===== config.mk =====
export PLATFORM = sky130hd
export DESIGN_NAME = timing_pulse_gen
export DESIGN_NICKNAME = d
export VERILOG_FILES = /design/src/rtl/timing_pulse_gen_pkg.sv /design/src/rtl/timing_pulse_gen_mstrt_sync_edge.sv /design/src/rtl/timing_pulse_gen.sv
export SDC_FILE = /design/constraint.sdc
export NUM_CORES = 1
export LEC_CHECK = 0
export CORE_MARGIN = 2
export CORE_UTILIZATION = 43
export DETAILED_ROUTE_END_ITERATION = 10
export PLACE_DENSITY = 0.79
export SYNTH_ARGS = -nofsm -noshare
export SYNTH_HDL_FRONTEND = slang
export SYNTH_SLANG_ARGS = --single-unit

===== constraint.sdc =====
create_clock -name CLOCK -period 1.7 [get_ports CLOCK]
set_clock_uncertainty 0.1 [all_clocks]
set_input_delay 0.34 -clock CLOCK [delete_from_list [all_inputs] [get_ports CLOCK]]
set_output_delay 0.34 -clock CLOCK [all_outputs]
set_load 0.01 [all_outputs]

===== src/rtl/timing_pulse_gen_pkg.sv =====
// rtl/timing_pulse_gen_pkg.sv - shared FSM state, cycle geometry and strobe-phase constants
package agc_timing_pkg;

  typedef enum logic [1:0] {
    ST_HOLD = 2'd0,
    ST_RUN  = 2'd1,
    ST_STOP = 2'd2
  } tpg_state_e;

  localparam int N_PHASES  = 4;
  localparam int N_TPULSES = 12;

  localparam logic [1:0] PH_LAST = 2'(N_PHASES - 1);
  localparam logic [3:0] TP_LAST = 4'(N_TPULSES - 1);

  // Phase index (0 = P01) in which each active-low strobe is asserted
  localparam logic [1:0] CT_PH       = 2'd0;
  localparam logic [1:0] RT_PH_FIRST = 2'd1;
  localparam logic [1:0] RT_PH_LAST  = 2'd2;
  localparam logic [1:0] WT_PH       = 2'd2;
  localparam logic [1:0] TT_PH       = 2'd3;

endpackage


===== src/rtl/timing_pulse_gen_mstrt_sync_edge.sv =====
// rtl/timing_pulse_gen_mstrt_sync_edge.sv - two-flop synchronizer and rising-edge detector for MSTRT
module mstrt_sync_edge (
  input  logic CLOCK,
  input  logic rst,
  input  logic i_async,
  output logic o_rise
);

  logic r_s1;
  logic r_s2;
  logic r_s3;

  always_ff @(posedge CLOCK) begin
    if (rst) begin
      r_s1 <= 1'b0;
      r_s2 <= 1'b0;
      r_s3 <= 1'b0;
    end else begin
      r_s1 <= i_async;
      r_s2 <= r_s1;
      r_s3 <= r_s2;
    end
  end

  assign o_rise = r_s2 & ~r_s3;

endmodule


===== src/rtl/timing_pulse_gen.sv =====
// rtl/timing_pulse_gen.sv - four-phase / twelve-pulse MCT timing generator with restart hold and single-MCT stepping
module timing_pulse_gen
  import agc_timing_pkg::*;
#(
  parameter int MCT_CNT_W = 8
) (
  input  logic                 CLOCK,
  input  logic                 rst,
  input  logic                 STRT2,
  input  logic                 MSTP,
  input  logic                 MSTRT,
  output logic                 P01,
  output logic                 P02,
  output logic                 P03,
  output logic                 P04,
  output logic                 P04_,
  output logic                 T01_,
  output logic                 T02_,
  output logic                 T03_,
  output logic                 T04_,
  output logic                 T05_,
  output logic                 T06_,
  output logic                 T07_,
  output logic                 T08_,
  output logic                 T09_,
  output logic                 T10_,
  output logic                 T11_,
  output logic                 T12_,
  output logic                 CT_,
  output logic                 RT_,
  output logic                 WT_,
  output logic                 TT_,
  output logic                 MT,
  output logic [MCT_CNT_W-1:0] MCTCNT,
  output logic                 RUNNING
);

  tpg_state_e           r_state, w_state_nxt;
  logic [1:0]           r_ph, w_ph_nxt;
  logic [3:0]           r_tp, w_tp_nxt;
  logic                 r_step, w_step_nxt;
  logic [MCT_CNT_W-1:0] r_mctcnt, w_mctcnt_nxt;
  logic                 w_mstrt_rise;

  logic [3:0]  r_p, w_p_nxt;
  logic [11:0] r_t_n, w_t_n_nxt;
  logic        r_ct_n, r_rt_n, r_wt_n, r_tt_n, r_mt, r_running;
  logic        w_ct_n, w_rt_n, w_wt_n, w_tt_n, w_mt, w_run;

  mstrt_sync_edge u_mstrt_sync (
    .CLOCK   (CLOCK),
    .rst     (rst),
    .i_async (MSTRT),
    .o_rise  (w_mstrt_rise)
  );

  always_ff @(posedge CLOCK) begin
    if (rst) begin
      r_state  <= ST_HOLD;
      r_ph     <= '0;
      r_tp     <= '0;
      r_step   <= 1'b0;
      r_mctcnt <= '0;
    end else begin
      r_state  <= w_state_nxt;
      r_ph     <= w_ph_nxt;
      r_tp     <= w_tp_nxt;
      r_step   <= w_step_nxt;
      r_mctcnt <= w_mctcnt_nxt;
    end
  end

  always_comb begin
    w_state_nxt  = r_state;
    w_ph_nxt     = r_ph;
    w_tp_nxt     = r_tp;
    w_step_nxt   = r_step;
    w_mctcnt_nxt = r_mctcnt;
    if (STRT2) begin
      w_state_nxt = ST_HOLD;
      w_ph_nxt    = '0;
      w_tp_nxt    = '0;
      w_step_nxt  = 1'b0;
    end else begin
      case (r_state)
        ST_HOLD: begin
          w_ph_nxt    = '0;
          w_tp_nxt    = '0;
          w_state_nxt = MSTP ? ST_STOP : ST_RUN;
        end
        ST_RUN: begin
          if (r_ph == PH_LAST) begin
            w_ph_nxt = '0;
            if (r_tp == TP_LAST) begin
              // MCT boundary: the only point where a stop request is honoured
              w_tp_nxt     = '0;
              w_mctcnt_nxt = r_mctcnt + 1'b1;
              w_step_nxt   = 1'b0;
              if (MSTP) begin
                w_state_nxt = ST_STOP;
              end
            end else begin
              w_tp_nxt = r_tp + 4'd1;
            end
          end else begin
            w_ph_nxt = r_ph + 2'd1;
          end
        end
        ST_STOP: begin
          w_ph_nxt = '0;
          w_tp_nxt = '0;
          if (!MSTP) begin
            w_state_nxt = ST_RUN;
          end else if (w_mstrt_rise) begin
            w_step_nxt  = 1'b1;
            w_state_nxt = ST_RUN;
          end
        end
        default: begin
          w_state_nxt = ST_HOLD;
          w_ph_nxt    = '0;
          w_tp_nxt    = '0;
        end
      endcase
    end
  end

  // Outputs are decoded from next-state values so they register in step with the FSM
  always_comb begin
    w_run     = (w_state_nxt == ST_RUN);
    w_p_nxt   = w_run ? (4'b0001 << w_ph_nxt) : 4'b0000;
    w_t_n_nxt = w_run ? ~(12'h001 << w_tp_nxt) : 12'hFFF;
    w_ct_n    = ~(w_run && (w_ph_nxt == CT_PH));
    w_rt_n    = ~(w_run && (w_ph_nxt >= RT_PH_FIRST) && (w_ph_nxt <= RT_PH_LAST));
    w_wt_n    = ~(w_run && (w_ph_nxt == WT_PH));
    w_tt_n    = ~(w_run && (w_ph_nxt == TT_PH));
    w_mt      = w_run && (w_ph_nxt == PH_LAST) && (w_tp_nxt == TP_LAST);
  end

  always_ff @(posedge CLOCK) begin
    if (rst) begin
      r_p       <= 4'b0000;
      r_t_n     <= 12'hFFF;
      r_ct_n    <= 1'b1;
      r_rt_n    <= 1'b1;
      r_wt_n    <= 1'b1;
      r_tt_n    <= 1'b1;
      r_mt      <= 1'b0;
      r_running <= 1'b0;
    end else begin
      r_p       <= w_p_nxt;
      r_t_n     <= w_t_n_nxt;
      r_ct_n    <= w_ct_n;
      r_rt_n    <= w_rt_n;
      r_wt_n    <= w_wt_n;
      r_tt_n    <= w_tt_n;
      r_mt      <= w_mt;
      r_running <= w_run;
    end
  end

  assign P01     = r_p[0];
  assign P02     = r_p[1];
  assign P03     = r_p[2];
  assign P04     = r_p[3];
  assign P04_    = ~r_p[3];
  assign T01_    = r_t_n[0];
  assign T02_    = r_t_n[1];
  assign T03_    = r_t_n[2];
  assign T04_    = r_t_n[3];
  assign T05_    = r_t_n[4];
  assign T06_    = r_t_n[5];
  assign T07_    = r_t_n[6];
  assign T08_    = r_t_n[7];
  assign T09_    = r_t_n[8];
  assign T10_    = r_t_n[9];
  assign T11_    = r_t_n[10];
  assign T12_    = r_t_n[11];
  assign CT_     = r_ct_n;
  assign RT_     = r_rt_n;
  assign WT_     = r_wt_n;
  assign TT_     = r_tt_n;
  assign MT      = r_mt;
  assign MCTCNT  = r_mctcnt;
  assign RUNNING = r_running;

endmodule


==> summary by stage, run 1 <==
Run status
The run finished with clean final reports.

Global routing
The first global-routing pass estimated ~5800 um of wire. Entering global routing, the biggest net connects 15 pins. The number of antenna violations at the first check in global routing was 0.

Across every metal layer, demand over resource in global routing totals 0.186. The residual overflow from global routing is 0. The number of global-route vias before repair is 1356.

STA
The number of pins exceeding their max-slew limit in the final report came to 0. The actual slew at the worst max-slew pin is around 0.67 ns. After routing, the total negative slack on setup checks comes to 0 ns.

The worst pin sits at a relative slew slack of 0.547. The final hold violation count is 0. The final period utilization is 0.980.

Setup repair after global routing could not meet its margin everywhere. The highest clock rate is 600 MHz. The final critical-path required period is ~1.7 ns. The number of failing setup endpoints in the final timing report is 0.

Floorplanning
From left edge to right edge, the die measures 63.9 um. The number of I/O pins is 36. The number of standard-cell rows in the floorplan is 21. The placeable core region is around 0.0034 sq mm. Measured along the y axis, the die boundary spans around 64 um.

The die footprint is 0.00408 sq mm. The initial utilization of the core area, before any placement, comes to 0.455.

Power
The worst-case IR drop observed on VDD is between 500 and 600 uV. The analysis attributes to net switching a power of roughly 0.39 mW. The total power density per cell area is between 700 and 800 mW/mm^2.

The share of total power dissipated in the clock network is 0.375. Of the total power, registers draw 0.570. Of the total power, the share spent switching nets is 0.224.

The static leakage is around 0.99 nW. Cell internal power was estimated by the tool at approximately 1.3 mW. Of the total power, combinational logic draws 0.055.

Critical path
For the worst setup path, the data required time is 1.91 ns. The library cell contributing the largest single delay on the critical path is sky130_fd_sc_hd__clkdlybuf4s50_1. The kind of cell with the highest combined delay along the critical path is simple AND/OR/NAND/NOR gates. The worst setup path is captured at a flop. The critical path contains buffers and inverters numbering 2 combined. STA classifies the critical path startpoint as a primary input.

In this design, the stage delay of the slowest critical-path cell is ~0.44 ns. In this run the worst path has a maximum fanout of 5. The worst setup path is of the primary input to flop kind. At the worst endpoint, the arrival time is ~1.9 ns.

The signal on the critical path passes through clkdlybuf4s50_1 -> buf_4 -> nor3b_2 -> nand2_1 -> nor2_2 -> and3_1.

Hold path
The worst hold path belongs to the class flop to flop.

Finish
The number of inserted diodes is 0. After filler insertion, the fill cell instance count of the layout stands at 245. Registers take approximately 830 sq um. The share of final-layout standard cells stronger than drive strength 1 is 0.265. The multi-input combinational cell area is 781 sq um. Relative to the synthesized area, the layout overhead comes to 49.6%. After the last flow step, the layout net total stands at 222. Summing all non-filler instances in the final layout gives an area of 0.00231 sq mm.

Route
Using the TritonRoute via totals, the vias-per-cell ratio works out to slightly above 5. Dividing the detail-routed wire length by the instance count gives between 10 and 15 um. The count of nets left with antenna violations once routing finished came out at 0. For this run, design rule violations remaining after detail routing come to 0. The routed layout has 1353 vias. The final wirelength is about 3800 um. The first-iteration detailed-routing DRC count is 18.

The first-pass detailed-route iteration total is 4.

Clock network
In this run the number of H-tree levels came out at 2. The worst-case clock buffer depth is 2. The clock net in this run drives a total of 41 sinks. The number of buffers inserted during clock tree synthesis is 5.

For the worst-skew pair, the clock arrives at the later sink with an insertion delay of around 0.36 ns. The CTS tree is done. The number of buffers inserted by hold repair at cts is 0. Clock-pin slew was measured on the worst setup and hold paths at about 0.13 ns.

The tree is rooted in a sky130_fd_sc_hd__clkbuf_4.

Synth
The summed instance area of the synthesized netlist is about 0.0015 sq mm. In this run the mean area of a mapped cell was a little under 10 sq um. The register bit count reported by yosys is about 40. The count of synthesis-stage warnings from yosys is 0. The count of different cell masters after synthesis is 38. The post-synthesis sequential area ratio is 0.532.

The net count of the mapped netlist is roughly 160. The cell count after synthesis is 156.

Placement
The count of buffers added on input and output ports is 35. Summing all placed instances gives a cell area of roughly 0.0021 sq mm. The last weighted congestion value of the routability-driven placer is 0.840. The post-detailed-placement half-perimeter wirelength is roughly 2500 um.

Flow run
The number of max-cap violations is 0.
[cells in the mapped netlist]
master                      instances  area, sq um
sky130_fd_sc_hd__dfxtp_1           41          821
sky130_fd_sc_hd__nand2_1           16         60.1
sky130_fd_sc_hd__nor2_1            14         52.6
sky130_fd_sc_hd__nand3_1           12         60.1
sky130_fd_sc_hd__xnor2_1            7         61.3
sky130_fd_sc_hd__clkbuf_1           4         15.0
sky130_fd_sc_hd__inv_1              4         15.0
sky130_fd_sc_hd__nor2b_1            4         25.0
sky130_fd_sc_hd__nor3_1             4         20.0
sky130_fd_sc_hd__o21ai_0            4         20.0
sky130_fd_sc_hd__a21oi_1            3         15.0
sky130_fd_sc_hd__and2_1             3         18.8
sky130_fd_sc_hd__ha_1               3         37.5
sky130_fd_sc_hd__nor4_2             3         37.5
sky130_fd_sc_hd__xor2_1             3         26.3
sky130_fd_sc_hd__a211oi_1           2         15.0
sky130_fd_sc_hd__and3_1             2         12.5
sky130_fd_sc_hd__buf_2              2         10.0
sky130_fd_sc_hd__nand4_1            2         12.5
sky130_fd_sc_hd__nor3b_2            2         25.0
sky130_fd_sc_hd__nor4_1             2         12.5
sky130_fd_sc_hd__o21ai_1            2         10.0
sky130_fd_sc_hd__o22a_1             2         17.5
sky130_fd_sc_hd__a21boi_0           1         7.51
sky130_fd_sc_hd__a2bb2oi_2          1         15.0
sky130_fd_sc_hd__and3b_1            1         8.76
sky130_fd_sc_hd__and4b_1            1         10.0
sky130_fd_sc_hd__mux2i_1            1         10.0
sky130_fd_sc_hd__nand2b_1           1         6.26
sky130_fd_sc_hd__nand3b_1           1         7.51
sky130_fd_sc_hd__nand4b_1           1         8.76
sky130_fd_sc_hd__nor4b_2            1         15.0
sky130_fd_sc_hd__nor4bb_1           1         10.0
sky130_fd_sc_hd__o21bai_1           1         7.51
sky130_fd_sc_hd__o311ai_0           1         8.76
sky130_fd_sc_hd__or3b_1             1         8.76
sky130_fd_sc_hd__or3b_2             1         8.76
sky130_fd_sc_hd__or4b_1             1         10.0
[sequential cells by signal, summed over array words and instances (netlist names)]
name / count
MCTCNT: 8
r_p: 4
u_mstrt_sync.r_s3: 1
r_state: 2
u_mstrt_sync.r_s1: 1
MT: 1
RUNNING: 1
RT_: 1
CT_: 1
r_t_n: 12
u_mstrt_sync.r_s2: 1
r_tp: 4
WT_: 1
r_ph: 2
TT_: 1
[power groups by stage]
stage / clock network [mW] / registers (mW) / logic, mW
2_1_floorplan: 0 / 1.00 / 0.0318
3_3_place_gp: 0 / 1.00 / 0.0839
3_5_place_dp: 0 / 1.00 / 0.0855
4_1_cts: 0.656 / 0.979 / 0.0866
5_1_grt: 0.696 / 0.981 / 0.102
6_report: 0.645 / 0.980 / 0.0949
[path summary, 6_finish.rpt]
check / end / startpoint / slack, ns / depth (start not counted)
max: MT / STRT2 / 0.03 / 6
max reg2reg: MCTCNT[7] / r_ph[0] / 0.03 / 6
min: u_mstrt_sync.r_s2 / u_mstrt_sync.r_s1 / 0.35 / 1
min reg2reg: u_mstrt_sync.r_s2 / u_mstrt_sync.r_s1 / 0.35 / 1
[logic make-up after synthesis]
| group | after synthesis | synth area share |
|---|---|---|
| fa+ha+maj | 3 | 0.0243 |
| buf+inv | 10 | 0.0259 |
| compound gates | 17 | 0.0754 |
| simple gates | 74 | 0.279 |
| xor+xnor | 10 | 0.0568 |
| mux | 1 | 0.00649 |
| flops | 41 | 0.532 |
[through the flow]
stage | power, mW | hold slack (ns) | std cells | setup slack, ns | util
floorplan | 1.04 | 0.314 | 156 | 0.0180 | -
global placement | 1.08 | 0.334 | 252 | -0.332 | 0.616
detailed placement | 1.09 | 0.352 | 252 | -0.379 | 0.616
CTS | 1.72 | 0.360 | 260 | 0.00184 | 0.643
global route | 1.78 | 0.354 | 261 | -0.0709 | 0.681
finish | 1.72 | 0.350 | 261 | 0.0334 | 0.681
[metal layers]
metal / share of wire / global-route usage / routed length (um)
met4: 0.040 / 0.136 / 150
met3: 0.048 / 0.0581 / 180
met1: 0.37 / 0.180 / 1400
met5: 0 / 0 / 0
met2: 0.54 / 0.328 / 2030
[placed cells by master (no fill, tap or decap), types with 2 or more instances in the layout]
master / n
sky130_fd_sc_hd__clkbuf_4: 5
sky130_fd_sc_hd__nand2_1: 15
sky130_fd_sc_hd__nor4_4: 3
sky130_fd_sc_hd__xnor2_1: 7
sky130_fd_sc_hd__o22a_1: 2
sky130_fd_sc_hd__a21oi_2: 2
sky130_fd_sc_hd__dlymetal6s2s_1: 13
sky130_fd_sc_hd__nor2_1: 12
sky130_fd_sc_hd__nor2_2: 2
sky130_fd_sc_hd__nand4_1: 2
sky130_fd_sc_hd__ha_4: 2
sky130_fd_sc_hd__nand3_1: 12
sky130_fd_sc_hd__o21ai_0: 4
sky130_fd_sc_hd__a211oi_1: 2
sky130_fd_sc_hd__dfxtp_2: 10
sky130_fd_sc_hd__xor2_1: 3
sky130_fd_sc_hd__dfxtp_1: 31
sky130_fd_sc_hd__nor2b_1: 4
sky130_fd_sc_hd__nor4_1: 2
sky130_fd_sc_hd__dlygate4sd2_1: 12
sky130_fd_sc_hd__inv_1: 4
sky130_fd_sc_hd__and2_1: 3
sky130_fd_sc_hd__buf_4: 21
sky130_fd_sc_hd__nor3_1: 4
sky130_fd_sc_hd__clkdlybuf4s50_1: 10
sky130_fd_sc_hd__and3_1: 2
[layout make-up]
cell class | instances | area share
Clock buffer | 5 | 0.0163
Timing Repair Buffer | 57 | 0.233
Clock inverter | 3 | 0.0201
Tap cell | 46 | 0.0249
Sequential cell | 41 | 0.361
Multi-Input combinational cell | 105 | 0.338
Inverter | 4 | 0.00651
[timing repair]
action                                  4_1_cts  5_1_grt
pin swaps                                     0        2
buffers inserted                              0        1
endpoints found under the setup margin       24       29
resized for setup                            23       29
hold endpoints to repair                      0        0
No activity file was read; power rests on OpenSTA's default activity.
==> inputs of run 2 (changes only) <==
--- a/config.mk
+++ b/config.mk
@@ -6,9 +6,10 @@
 export NUM_CORES = 1
 export LEC_CHECK = 0
 export CORE_MARGIN = 2
-export CORE_UTILIZATION = 43
+export CORE_UTILIZATION = 45
 export DETAILED_ROUTE_END_ITERATION = 10
 export PLACE_DENSITY = 0.79
 export SYNTH_ARGS = -nofsm -noshare
 export SYNTH_HDL_FRONTEND = slang
+export SYNTH_HIERARCHICAL = 1
 export SYNTH_SLANG_ARGS = --single-unit
==> constraint.sdc (replaced) <==
create_clock -name CLOCK -period 1.69 [get_ports CLOCK]
set_clock_uncertainty 0.1 [all_clocks]
set_input_delay 0.338 -clock CLOCK [delete_from_list [all_inputs] [get_ports CLOCK]]
set_output_delay 0.338 -clock CLOCK [all_outputs]
set_load 0.01 [all_outputs]
==> run 2 against run 1 <==
  * Wire length decreased by 9.7%
  * Clock power decreased by 6.4%
  * Global-route usage increased by 1.4 points
  * Critical path type is now flop to primary output
  * Final cell count decreased by 0.77%
  * Highest routed layer unchanged
  * Critical endpoint is now WT_
  * Critical path depth decreased by 5
  * First-iteration DRC count increased by 56%
  * Via count decreased by 1.8%
  * Non-clock buffer count increased by 3
  * Sequential share of layout area increased by 0.078 points
  * Sequential power about the same
==> summary by stage, run 2 <==
Route
The final wirelength was 3400 um (was 3770 um). The mean routed wirelength per cell is 13.1 um (was 14.4 um). The vias after detailed routing is 1329 (was 1353). The remaining routing DRC violations came to 0 (unchanged).

The via density per instance came to 5.13 (was 5.18). The number of nets with antenna violations after routing is 0 (unchanged). The first-iteration detailed-routing DRC count is 28 (was 18).

The first-pass detailed-route iteration total was 6 (was 4).

Placement
The count of input and output buffers is 35 (unchanged). The worst slack after detailed placement was -0.450 ns (was -0.379 ns). The number of placed cells counting well taps is 251 (was 252). The post-detailed-placement half-perimeter wirelength was 2340 um (was 2530 um). The last weighted congestion value of the routability-driven placer is 0.905 (was 0.840). The post-detailed-placement cell area is 0.00210 sq mm (was 0.00209 sq mm).

STA
The final setup slack of the worst path is 0.0272 ns (was 0.0334 ns). Dividing the final minimum period by the clock period gives 0.984. The final hold violation count is 0 (unchanged). Setup repair after global routing missed its margin: yes (unchanged). The relative max-transition margin is 0.712 (was 0.547). The total negative slack for setup checks is 0 ns (unchanged).

The number of pins exceeding their max-slew limit in the final report is 0 (unchanged). The final critical-path required period is 1.66 ns. The actual slew at the worst max-slew pin is 0.429 ns (was 0.670 ns). Derived from the worst setup path, the maximum achievable clock frequency is roughly 600 MHz.

The number of failing setup endpoints in the final timing report came to 0 (unchanged).

Clock network
The clock net sink count is 41 (unchanged). The buffers inserted during post-CTS setup optimization is 0 (unchanged). The CTS clock-pin slew for the worst setup and hold paths is 0.12 ns (was 0.13 ns). The clock latency at the later pin of the worst-skew pair is 0.36 ns (about the same).

The maximum level of the CTS H-tree came to 2 (unchanged). The number of buffers inserted during clock tree synthesis came to 5 (unchanged). The cell chosen for the clock root is sky130_fd_sc_hd__clkbuf_4 (unchanged).

The CTS tree is done (unchanged). The worst-case clock buffer depth is 2 (unchanged).

Critical path
The largest fanout on the critical path came to 1 (was 5). The depth of the most critical reg-to-reg path is 6 (unchanged). The sum of buffers and inverters on the critical path is 1 (was 2). The classification of the worst setup path is flop to primary output (was primary input to flop).

The instance count on the critical path is 1 (was 6). The data arrival time at the worst-slack endpoint was 1.22 ns (was 1.88 ns). Worst path cell trace: clkdlybuf4s50_1 (was clkdlybuf4s50_1 -> buf_4 -> nor3b_2 -> nand2_1 -> nor2_2 -> and3_1). The largest stage delay on the critical path is 0.54 ns (was 0.44 ns). The library cell contributing the largest single delay on the critical path is sky130_fd_sc_hd__clkdlybuf4s50_1 (unchanged). The kind of cell adding the most delay to the critical path is buffers and inverters (was simple AND/OR/NAND/NOR gates). The nature of the critical path endpoint is a primary output (was flop).

The critical path launch point type is a flop (was primary input). The required time of the worst setup path was 1.25 ns (was 1.91 ns).

Global routing
The maximum number of pins on one net before global-route repair is 18 (was 15). The number of global-route vias before repair is 1308 (was 1356). The residual overflow from global routing is 0 (unchanged). The number of antenna violations at the first check in global routing is 0 (unchanged).

The global router's overall resource usage is 0.199 (was 0.186). The global-route wire length before repair is 6090 um (was 5770 um).

Synth
The register bit count reported by yosys came to 41 (unchanged). The most numerous cell in the Yosys netlist is sky130_fd_sc_hd__dfxtp_1 (unchanged). The number of enable flip-flop cells after synthesis is 0 (unchanged).

The most used flip-flop cell after synthesis is sky130_fd_sc_hd__dfxtp_1 (unchanged). The portion of synthesized cell area occupied by the leading cell type came to 0.534 (was 0.532). The cell count after synthesis is 152 (was 156).

The net count of the mapped netlist is 160 (was 164). Most area-consuming cells after synthesis: sky130_fd_sc_hd__dfxtp_1 53%, sky130_fd_sc_hd__xnor2_1 4.6%, sky130_fd_sc_hd__nand3_1 4.2%, sky130_fd_sc_hd__nand2_1 3.2%, sky130_fd_sc_hd__nor2_1 3.2% (was sky130_fd_sc_hd__dfxtp_1 53%, sky130_fd_sc_hd__xnor2_1 4.0%, sky130_fd_sc_hd__nand3_1 3.9%, sky130_fd_sc_hd__nand2_1 3.9%, sky130_fd_sc_hd__nor2_1 3.4%). The count of different cell masters after synthesis was 36 (was 38). The summed instance area of the synthesized netlist came to 0.00154 sq mm (about the same).

The share of flip-flops with an asynchronous set or reset is 0 (unchanged). The synthesized-area fraction occupied by xor and xnor cells is 0.0684 (was 0.0568). The synthesized area divided by synthesized cell count is 10.1 sq um (was 9.89 sq um). Top cells by instance count after synthesis: 41 x sky130_fd_sc_hd__dfxtp_1, 13 x sky130_fd_sc_hd__nand2_1, 13 x sky130_fd_sc_hd__nand3_1, 13 x sky130_fd_sc_hd__nor2_1, 8 x sky130_fd_sc_hd__xnor2_1 (was 41 x sky130_fd_sc_hd__dfxtp_1, 16 x sky130_fd_sc_hd__nand2_1, 14 x sky130_fd_sc_hd__nor2_1). The library cell occupying the most area in the post-synthesis netlist is sky130_fd_sc_hd__dfxtp_1 (unchanged).

The post-synthesis sequential area ratio came to 0.534 (was 0.532). The synthesized-area fraction occupied by adder cells is 0.0244 (was 0.0243). The count of synthesis-stage warnings from yosys is 6 (was 0). The dominant combinational cell family by area after synthesis is simple AND/OR/NAND/NOR gates (unchanged). The area share of and/or/nand/nor cells after synthesis was 0.282 (was 0.279). The area fraction in compound gates after synthesis is 0.0619 (was 0.0754). The portion of netlist area occupied by mux cells is 0 (was 0.00649).

Finish
The final design instance area without fill is 0.00230 sq mm (was 0.00231 sq mm). The number of cells in the finished layout apart from fillers is 259 (was 261). The share of final-layout standard cells stronger than drive strength 1 is 0.282 (was 0.265). The number of inserted diodes came to 0 (unchanged).

The flip-flop count of the largest register, all copies and words added is 12 (unchanged). The final net count is 221 (was 222). The post-synthesis to final-layout area growth is 49.8% (was 49.6%). Top library cells by usage in the layout, fill and taps aside: 31 x sky130_fd_sc_hd__dfxtp_1, 23 x sky130_fd_sc_hd__buf_4, 19 x sky130_fd_sc_hd__clkdlybuf4s50_1 (was 31 x sky130_fd_sc_hd__dfxtp_1, 21 x sky130_fd_sc_hd__buf_4, 15 x sky130_fd_sc_hd__nand2_1). The register with the most flip-flops is r_t_n (unchanged). The leading cell type in the layout, fill and taps excluded is sky130_fd_sc_hd__dfxtp_1 (unchanged).

Floorplanning
The placeable core region came to 0.00331 sq mm (was 0.00339 sq mm). The die outline height came to 62.4 um (was 63.9 um). The floorplan die width is 62.4 um (was 63.9 um). The initial core utilization was 0.464 (was 0.455). The number of I/O pins is 36 (unchanged).

The number of standard-cell rows in the floorplan is 21 (unchanged). The die footprint was 0.00390 sq mm (was 0.00408 sq mm).

Power
The maximum vdd ir drop is 461 uV (was 564 uV). The static leakage is 1.07 nW (was 0.990 nW). The post-layout total power was 1.67 mW (was 1.72 mW). The total power density per cell area is 724 mW/mm^2 (was 745 mW/mm^2).

Hold path
The classification of the worst-slack hold path is flop to flop (unchanged). The worst hold path depth is 1 (unchanged).

Run status
Result of the run: finished clean (unchanged).

Flow run
The number of max-cap violations is 0 (unchanged).
## run 2: final timing paths
kind                     startpoint  slack, ns           endpoint
setup / recovery                WT_       0.03                WT_
hold / removal    u_mstrt_sync/r_s1       0.37  u_mstrt_sync/r_s2
setup reg to reg            r_ph[0]       0.04             r_p[1]
hold reg to reg   u_mstrt_sync/r_s1       0.37  u_mstrt_sync/r_s2
## run 2: metal layers
layer,track usage,share of wire
met1,0.222,0.43
met5,0,0
met3,0.0685,0.051
met4,0.0861,0.023
met2,0.345,0.49
## run 2: what timing repair did
| item | in CTS | in global routing |
|---|---|---|
| pin swaps | 4 | 3 |
| cloned | 1 | 0 |
| hold buffers | 0 | 0 |
| gates resized for setup | 26 | 22 |
| setup endpoints to repair | 33 | 34 |
## run 2: layout make-up
cell class / count / area (sq um)
fill: 257 / 1010
sequential: 41 / 833
multi-input combinational: 102 / 778
timing repair buffer: 60 / 549
tap: 46 / 57.6
clock buffer: 5 / 37.5
clock inverter: 2 / 35.0
inverter: 3 / 11.3
## run 2: power breakdown
part	internal [mW]	switching, mW
clock network	0.301	0.303
registers	0.976	0.00373
logic	0.0420	0.0409
## run 2: through the flow
stage               hold slack (ns)  utilization
finish                        0.368        0.695
global route                  0.391        0.695
CTS                           0.371        0.672
detailed placement            0.354        0.634
global placement              0.332        0.634
floorplan                     0.310            -
## run 2: logic make-up (layout without fill, tap and decap cells)
group / count (synthesis) / in the layout
and+or+nand+nor: 72 / 72
DFF: 41 / 41
AOI/OAI and AO/OA: 15 / 15
xor gates and xnor gates: 12 / 12
buffers and inverters: 9 / 70
adders and majority gates: 3 / 3
==> variant 1, RTL diff (flow settings as in run 1) <==
Remove the register `r_mt`: a continuous assignment takes its place, so the output `MT` follows one clock earlier.
--- a/src/rtl/timing_pulse_gen.sv
+++ b/src/rtl/timing_pulse_gen.sv
@@ -147,3 +147,2 @@
       r_tt_n    <= 1'b1;
-      r_mt      <= 1'b0;
       r_running <= 1'b0;
@@ -156,3 +155,2 @@
       r_tt_n    <= w_tt_n;
-      r_mt      <= w_mt;
       r_running <= w_run;
@@ -160,2 +158,4 @@
   end
+
+  assign r_mt = w_mt;
 
Formal check against the unedited RTL: no difference found for any inputs over 10 cycles, from zero or initial values and one cycle with rst high; that may be too few to reach the edited logic, so the function may still have changed.
==> variant 1 against run 1 <==
- the flow now finishes with violations (setup timing)
- area after synthesis up 1.4%
- worst setup slack worse by 0.48 ns
- sequential power down 3.0%
- maximum frequency down 22%
- total power down 10%
- routed wire length down 2.0%
- design area up 6.7%
- sequential cell count down 1
- critical path type is now flip-flop to output pin
- highest routed layer unchanged
==> variant 1: results (changes against run 1) <==
status = complete, but fails checks (was complete, no violations)
failing checks = setup timing
deepest clock path buffer count = 2 (unchanged)
dpl hpwl = 2560 um (was 2530 um)
crit-path max FO = 6 (was 5)
Worst-Skew Late Latency = 0.35 ns
routability cong. = 0.892 (was 0.840)
First-pass DRT Iterations = 4 (unchanged)
HP Start = STRT2 (was u_mstrt_sync.r_s1$_SDFF_PP0_)
Worst Setup Slack, final = -0.443 ns (was 0.0334 ns)
Slowest cell on crit path = dfxtp_2 (was clkdlybuf4s50_1)
Synth cell types = 44 (was 38)
worst reg2reg path startpoint = r_ph[0]$_SDFF_PP0_ (unchanged)
syn_nets = 161 (was 164)
global-route wire length before repair = 5920 um (was 5770 um)
Seq/Total Area, Yosys = 0.512 (was 0.532)
YS warnings = 0 (unchanged)
Via-to-Cell Ratio = 5.05 (was 5.18)
total CTS buffers = 5 (unchanged)
Fin Setup TNS = -0.560 ns (was 0 ns)
CP max stage delay = 0.37 ns (was 0.44 ns)
Hold WC Path Type = input pin to flip-flop (was flip-flop to flip-flop)
slew of the pin with the lowest slew margin = 0.341 ns (was 0.670 ns)
number of global-route vias before repair = 1312 (was 1356)
Setup Viol. Count Final = 3 (was 0)
layout cells sized above 1 = 0.390 (was 0.265)
largest net degree at the start of global routing = 15 (unchanged)
synth top area cells = dfxtp_1, xnor2_1, nor4_4, nand2_1, nor2_1 (was dfxtp_1, xnor2_1, nand3_1, nand2_1, nor2_1)
Max IR drop VDD = 0.582 mV (was 0.564 mV)
crit path kind = flip-flop to output pin (was input pin to flip-flop)
Post-synth top cells = dfxtp_1, nand2_1, nor2_1, nand3_1, xnor2_1 (unchanged)
Lkg Pwr = 1.10 nW (was 0.990 nW)
worst endpoint data arrival time = 1.70 ns (was 1.88 ns)
Layout Nets = 235 (was 222)
DRT iter0 DRCs = 40 (was 18)
Reg clk slew, reported paths = 0.11 ns (was 0.13 ns)
Total Routed Length = 3690 um (was 3770 um)
total global-route track usage = 0.188 (was 0.186)
variant 1: changes by cell type after synthesis, moves of 2 or more:
| cell | before | now |
|---|---|---|
| and3b_1 | 1 | 3 |
| clkbuf_1 | 4 | 2 |
| nand2_1 | 16 | 14 |
| nand3_1 | 12 | 10 |
| nand4_1 | 2 | 4 |
| nor3b_1 | 0 | 2 |
| nor3b_2 | 2 | 0 |
| nor4_2 | 3 | 0 |
| nor4_4 | 0 | 3 |
variant 1: area by class of cell:
type	instances	area, um^2
Clock buffer	6	51.3
Tap cell	46	57.6
Fill cell	259	955
Timing Repair Buffer	73	666
Clock inverter	2	10.0
Multi-Input combinational cell	103	845
Sequential cell	40	817
Inverter	4	15.0
variant 1: power breakdown:
part           internal, mW  leakage, nW  switching [mW]  total [mW]
clock                 0.197       0.0380           0.300       0.497
combinational        0.0507        0.735          0.0460      0.0967
sequential            0.947        0.330         0.00396       0.951
total                  1.20         1.10           0.350        1.55
variant 1: final timing paths:
path | endpoint | slack [ns] | cells after the start
setup / recovery | MT | -0.44 | 5
hold / removal | r_state[1]$_SDFF_PP0_ | 0.36 | 3
setup reg to reg | r_t_n[9]$_SDFF_PP1_ | -0.11 | 5
hold reg to reg | u_mstrt_sync.r_s2$_SDFF_PP0_ | 0.36 | 1
variant 1: repair_timing:
item | in CTS | in global routing
gates resized for setup | 38 | 20
buffers inserted | 5 | 3
pin swaps | 9 | 2
endpoints found under the setup margin | 35 | 27
variant 1: cell families after synthesis:
kind of cell / count (synthesis) / share of synthesized area
simple gates: 73 / 0.294
flops: 40 / 0.512
compound gates: 15 / 0.0688
xor+xnor: 11 / 0.0616
buf+inv: 10 / 0.0320
fa+ha+maj: 3 / 0.0240
mux: 1 / 0.00720
variant 1: layer usage:
| metal | up-vias | part of all wire | global-route usage |
|---|---|---|---|
| li1 | 678 | - | - |
| met1 | 667 | 0.42 | 0.216 |
| met2 | 29 | 0.51 | 0.311 |
| met3 | 11 | 0.039 | 0.0563 |
| met4 | 0 | 0.026 | 0.104 |
| met5 | - | 0 | 0 |
variant 1: through the flow:
stage | utilization | instances | area [um^2] | power, mW | worst slack (ns)
3_5_place_dp | 0.650 | 259 | 2220 | 1.06 | -0.778
5_1_grt | 0.721 | 274 | 2460 | 1.62 | -0.564
3_3_place_gp | 0.650 | 259 | 2220 | 1.06 | -0.766
6_report | 0.721 | 274 | 2460 | 1.55 | -0.443
2_1_floorplan | - | 153 | 1630 | 1.01 | -0.00403
4_1_cts | 0.694 | 271 | 2370 | 1.56 | -0.449
variant 1: tightest hold or removal path, stage by stage:
cell and delay, ns:
dlygate4sd2_1 0.24, buf_4 0.15, nor4_2 0.05
==> variant 2, RTL diff (settings of run 1) <==
Made on the original files. Set the parameter `MCT_CNT_W` to 9 (it was 8).
--- a/src/rtl/timing_pulse_gen.sv
+++ b/src/rtl/timing_pulse_gen.sv
@@ -4,3 +4,3 @@
 #(
-  parameter int MCT_CNT_W = 8
+  parameter int MCT_CNT_W = 9
 ) (
Ports: changed (resized MCTCNT); port bits go from 36 to 37. No check against the original RTL was run, so the function may have changed too.
==> variant 2 against run 1 <==
- the run now ends with setup timing left
- area after synthesis increased by 12%
- sequential cell count increased by 1
- clock power increased by 21%
- routed wire length increased by 24%
- design area increased by 17%
- core utilization increased by 0.64 points
- worst setup slack got worse by 0.090 ns
- total power increased by 9.1%
- register-to-register slack got worse by 0.07 ns
- synthesized cell count increased by 18%
- critical endpoint is now MCTCNT[8]$_SDFFE_PP0P_
- largest cell class is now multi-input combinational cells
- highest routed layer unchanged
==> variant 2: results (changes against run 1) <==
initial antenna violation count = 0 (unchanged)
worst endpoint data arrival time = 1.90 ns (was 1.88 ns)
Reg clk slew, reported paths = 0.09 ns (was 0.13 ns)
CTS root buf = clkbuf_8 (was clkbuf_4)
DR vias = 1666 (was 1353)
synth top area cells = dfxtp_1, nor2_1, nand2_1, nand3_1, xor2_1 (was dfxtp_1, xnor2_1, nand3_1, nand2_1, nor2_1)
floorplan row count = 23 (was 21)
Seq/Total Area, Yosys = 0.487 (was 0.532)
Hold WC Path Type = flip-flop to flip-flop (unchanged)
largest net degree at the start of global routing = 14 (was 15)
Worst Setup Slack, final = -0.0567 ns (was 0.0334 ns)
DR WL/cell = 15.1 um (was 14.4 um)
global-route wire length before repair = 6550 um (was 5770 um)
IO Port Bufs = 36 (was 35)
dpl hpwl = 2990 um (was 2530 um)
routability cong. = 0.896 (was 0.840)
Fin Setup TNS = -0.127 ns (was 0 ns)
n_diodes = 0 (unchanged)
slew of the pin with the lowest slew margin = 0.419 ns (was 0.670 ns)
crit-path max FO = 4 (was 5)
FILL cells = 307 (was 245)
DRT iter0 DRCs = 123 (was 18)
YS warnings = 0 (unchanged)
Setup Viol. Count Final = 4 (was 0)
Top reg by flops = r_t_n (unchanged)
Lkg Pwr = 1.14 nW (was 0.990 nW)
max reg flops = 12 (unchanged)
Synth cell types = 43 (was 38)
ys async rst share = 0 (unchanged)
Max IR drop VDD = 0.490 mV (was 0.564 mV)
Post-synth top cells = dfxtp_1, nor2_1, nand2_1, nand3_1, nor3_1 (was dfxtp_1, nand2_1, nor2_1, nand3_1, xnor2_1)
syn_nets = 192 (was 164)
Worst-Skew Late Latency = 0.30 ns (was 0.36 ns)
failing checks = setup timing
deepest clock path buffer count = 2 (unchanged)
number of global-route vias before repair = 1435 (was 1356)
Layout Nets = 266 (was 222)
First-pass DRT Iterations = 4 (unchanged)
total global-route track usage = 0.197 (was 0.186)
H-tree depth = 2 (unchanged)
layout cells sized above 1 = 0.320 (was 0.265)
status = complete, but fails checks (was complete, no violations)
total CTS buffers = 5 (unchanged)
[variant 2: cell type report]
| cell class | count | area [um^2] | area share |
|---|---|---|---|
| flip-flops and latches | 42 | 852 | 0.315 |
| clock inverters | 2 | 37.5 | 0.0139 |
| inverters | 5 | 18.8 | 0.00693 |
| clock buffers | 6 | 72.6 | 0.0268 |
| repair buffers | 75 | 674 | 0.249 |
| well taps | 50 | 62.6 | 0.0231 |
| multi-input cells | 129 | 991 | 0.366 |
[variant 2: cells by family (layout without fill, tap and decap cells)]
| group | after synthesis | count (layout) | synth area share |
|---|---|---|---|
| simple gates | 87 | 87 | 0.282 |
| xor+xnor | 10 | 10 | 0.0508 |
| flops | 42 | 42 | 0.487 |
| mux | 4 | 4 | 0.0247 |
| fa+ha+maj | 3 | 3 | 0.0218 |
| buf+inv | 14 | 88 | 0.0399 |
| compound gates | 24 | 25 | 0.0936 |
[variant 2: metrics by stage]
step           setup WS, ns  cells  cell area [um^2]
2_1_floorplan       -0.0757    184              1770
6_report            -0.0567    309              2710
3_3_place_gp         -0.433    295              2380
4_1_cts             -0.0181    304              2560
5_1_grt              -0.107    309              2710
3_5_place_dp         -0.508    295              2380
[variant 2: critical path, cell delays in order]
cell and delay, ns:
dlygate4sd2_1 0.30, or3b_4 0.43, or3_1 0.37, or3_1 0.33, a21oi_1 0.13
[variant 2: final timing paths]
check / slack (ns) / from / endpoint / cells past startpoint
max: -0.06 / STRT2 / MCTCNT[8]$_SDFFE_PP0P_ / 5
min reg2reg: 0.36 / u_mstrt_sync.r_s1$_SDFF_PP0_ / u_mstrt_sync.r_s2$_SDFF_PP0_ / 1
min: 0.36 / u_mstrt_sync.r_s1$_SDFF_PP0_ / u_mstrt_sync.r_s2$_SDFF_PP0_ / 1
max reg2reg: -0.04 / r_state[0]$_SDFF_PP0_ / MCTCNT[8]$_SDFFE_PP0P_ / 4
[variant 2: what timing repair did]
| action | in CTS | in global routing |
|---|---|---|
| buffers inserted | 0 | 5 |
| pin swaps | 3 | 8 |
| hold buffers | 0 | 0 |
| endpoints found under the setup margin | 23 | 25 |
| cloned | 1 | 0 |
| resized for setup | 18 | 25 |
[variant 2: routing by layer]
metal | vias up | routed length (um) | global-route usage
met5 | - | 0 | 0
met4 | 0 | 73 | 0.0689
met3 | 11 | 366 | 0.0483
met2 | 70 | 2300 | 0.335
met1 | 789 | 1940 | 0.241
li1 | 796 | - | -
[variant 2: power breakdown]
group	total, mW	internal (mW)	switching, mW
logic	0.0980	0.0490	0.0491
registers	1.00	0.994	0.00586
clock network	0.778	0.438	0.340
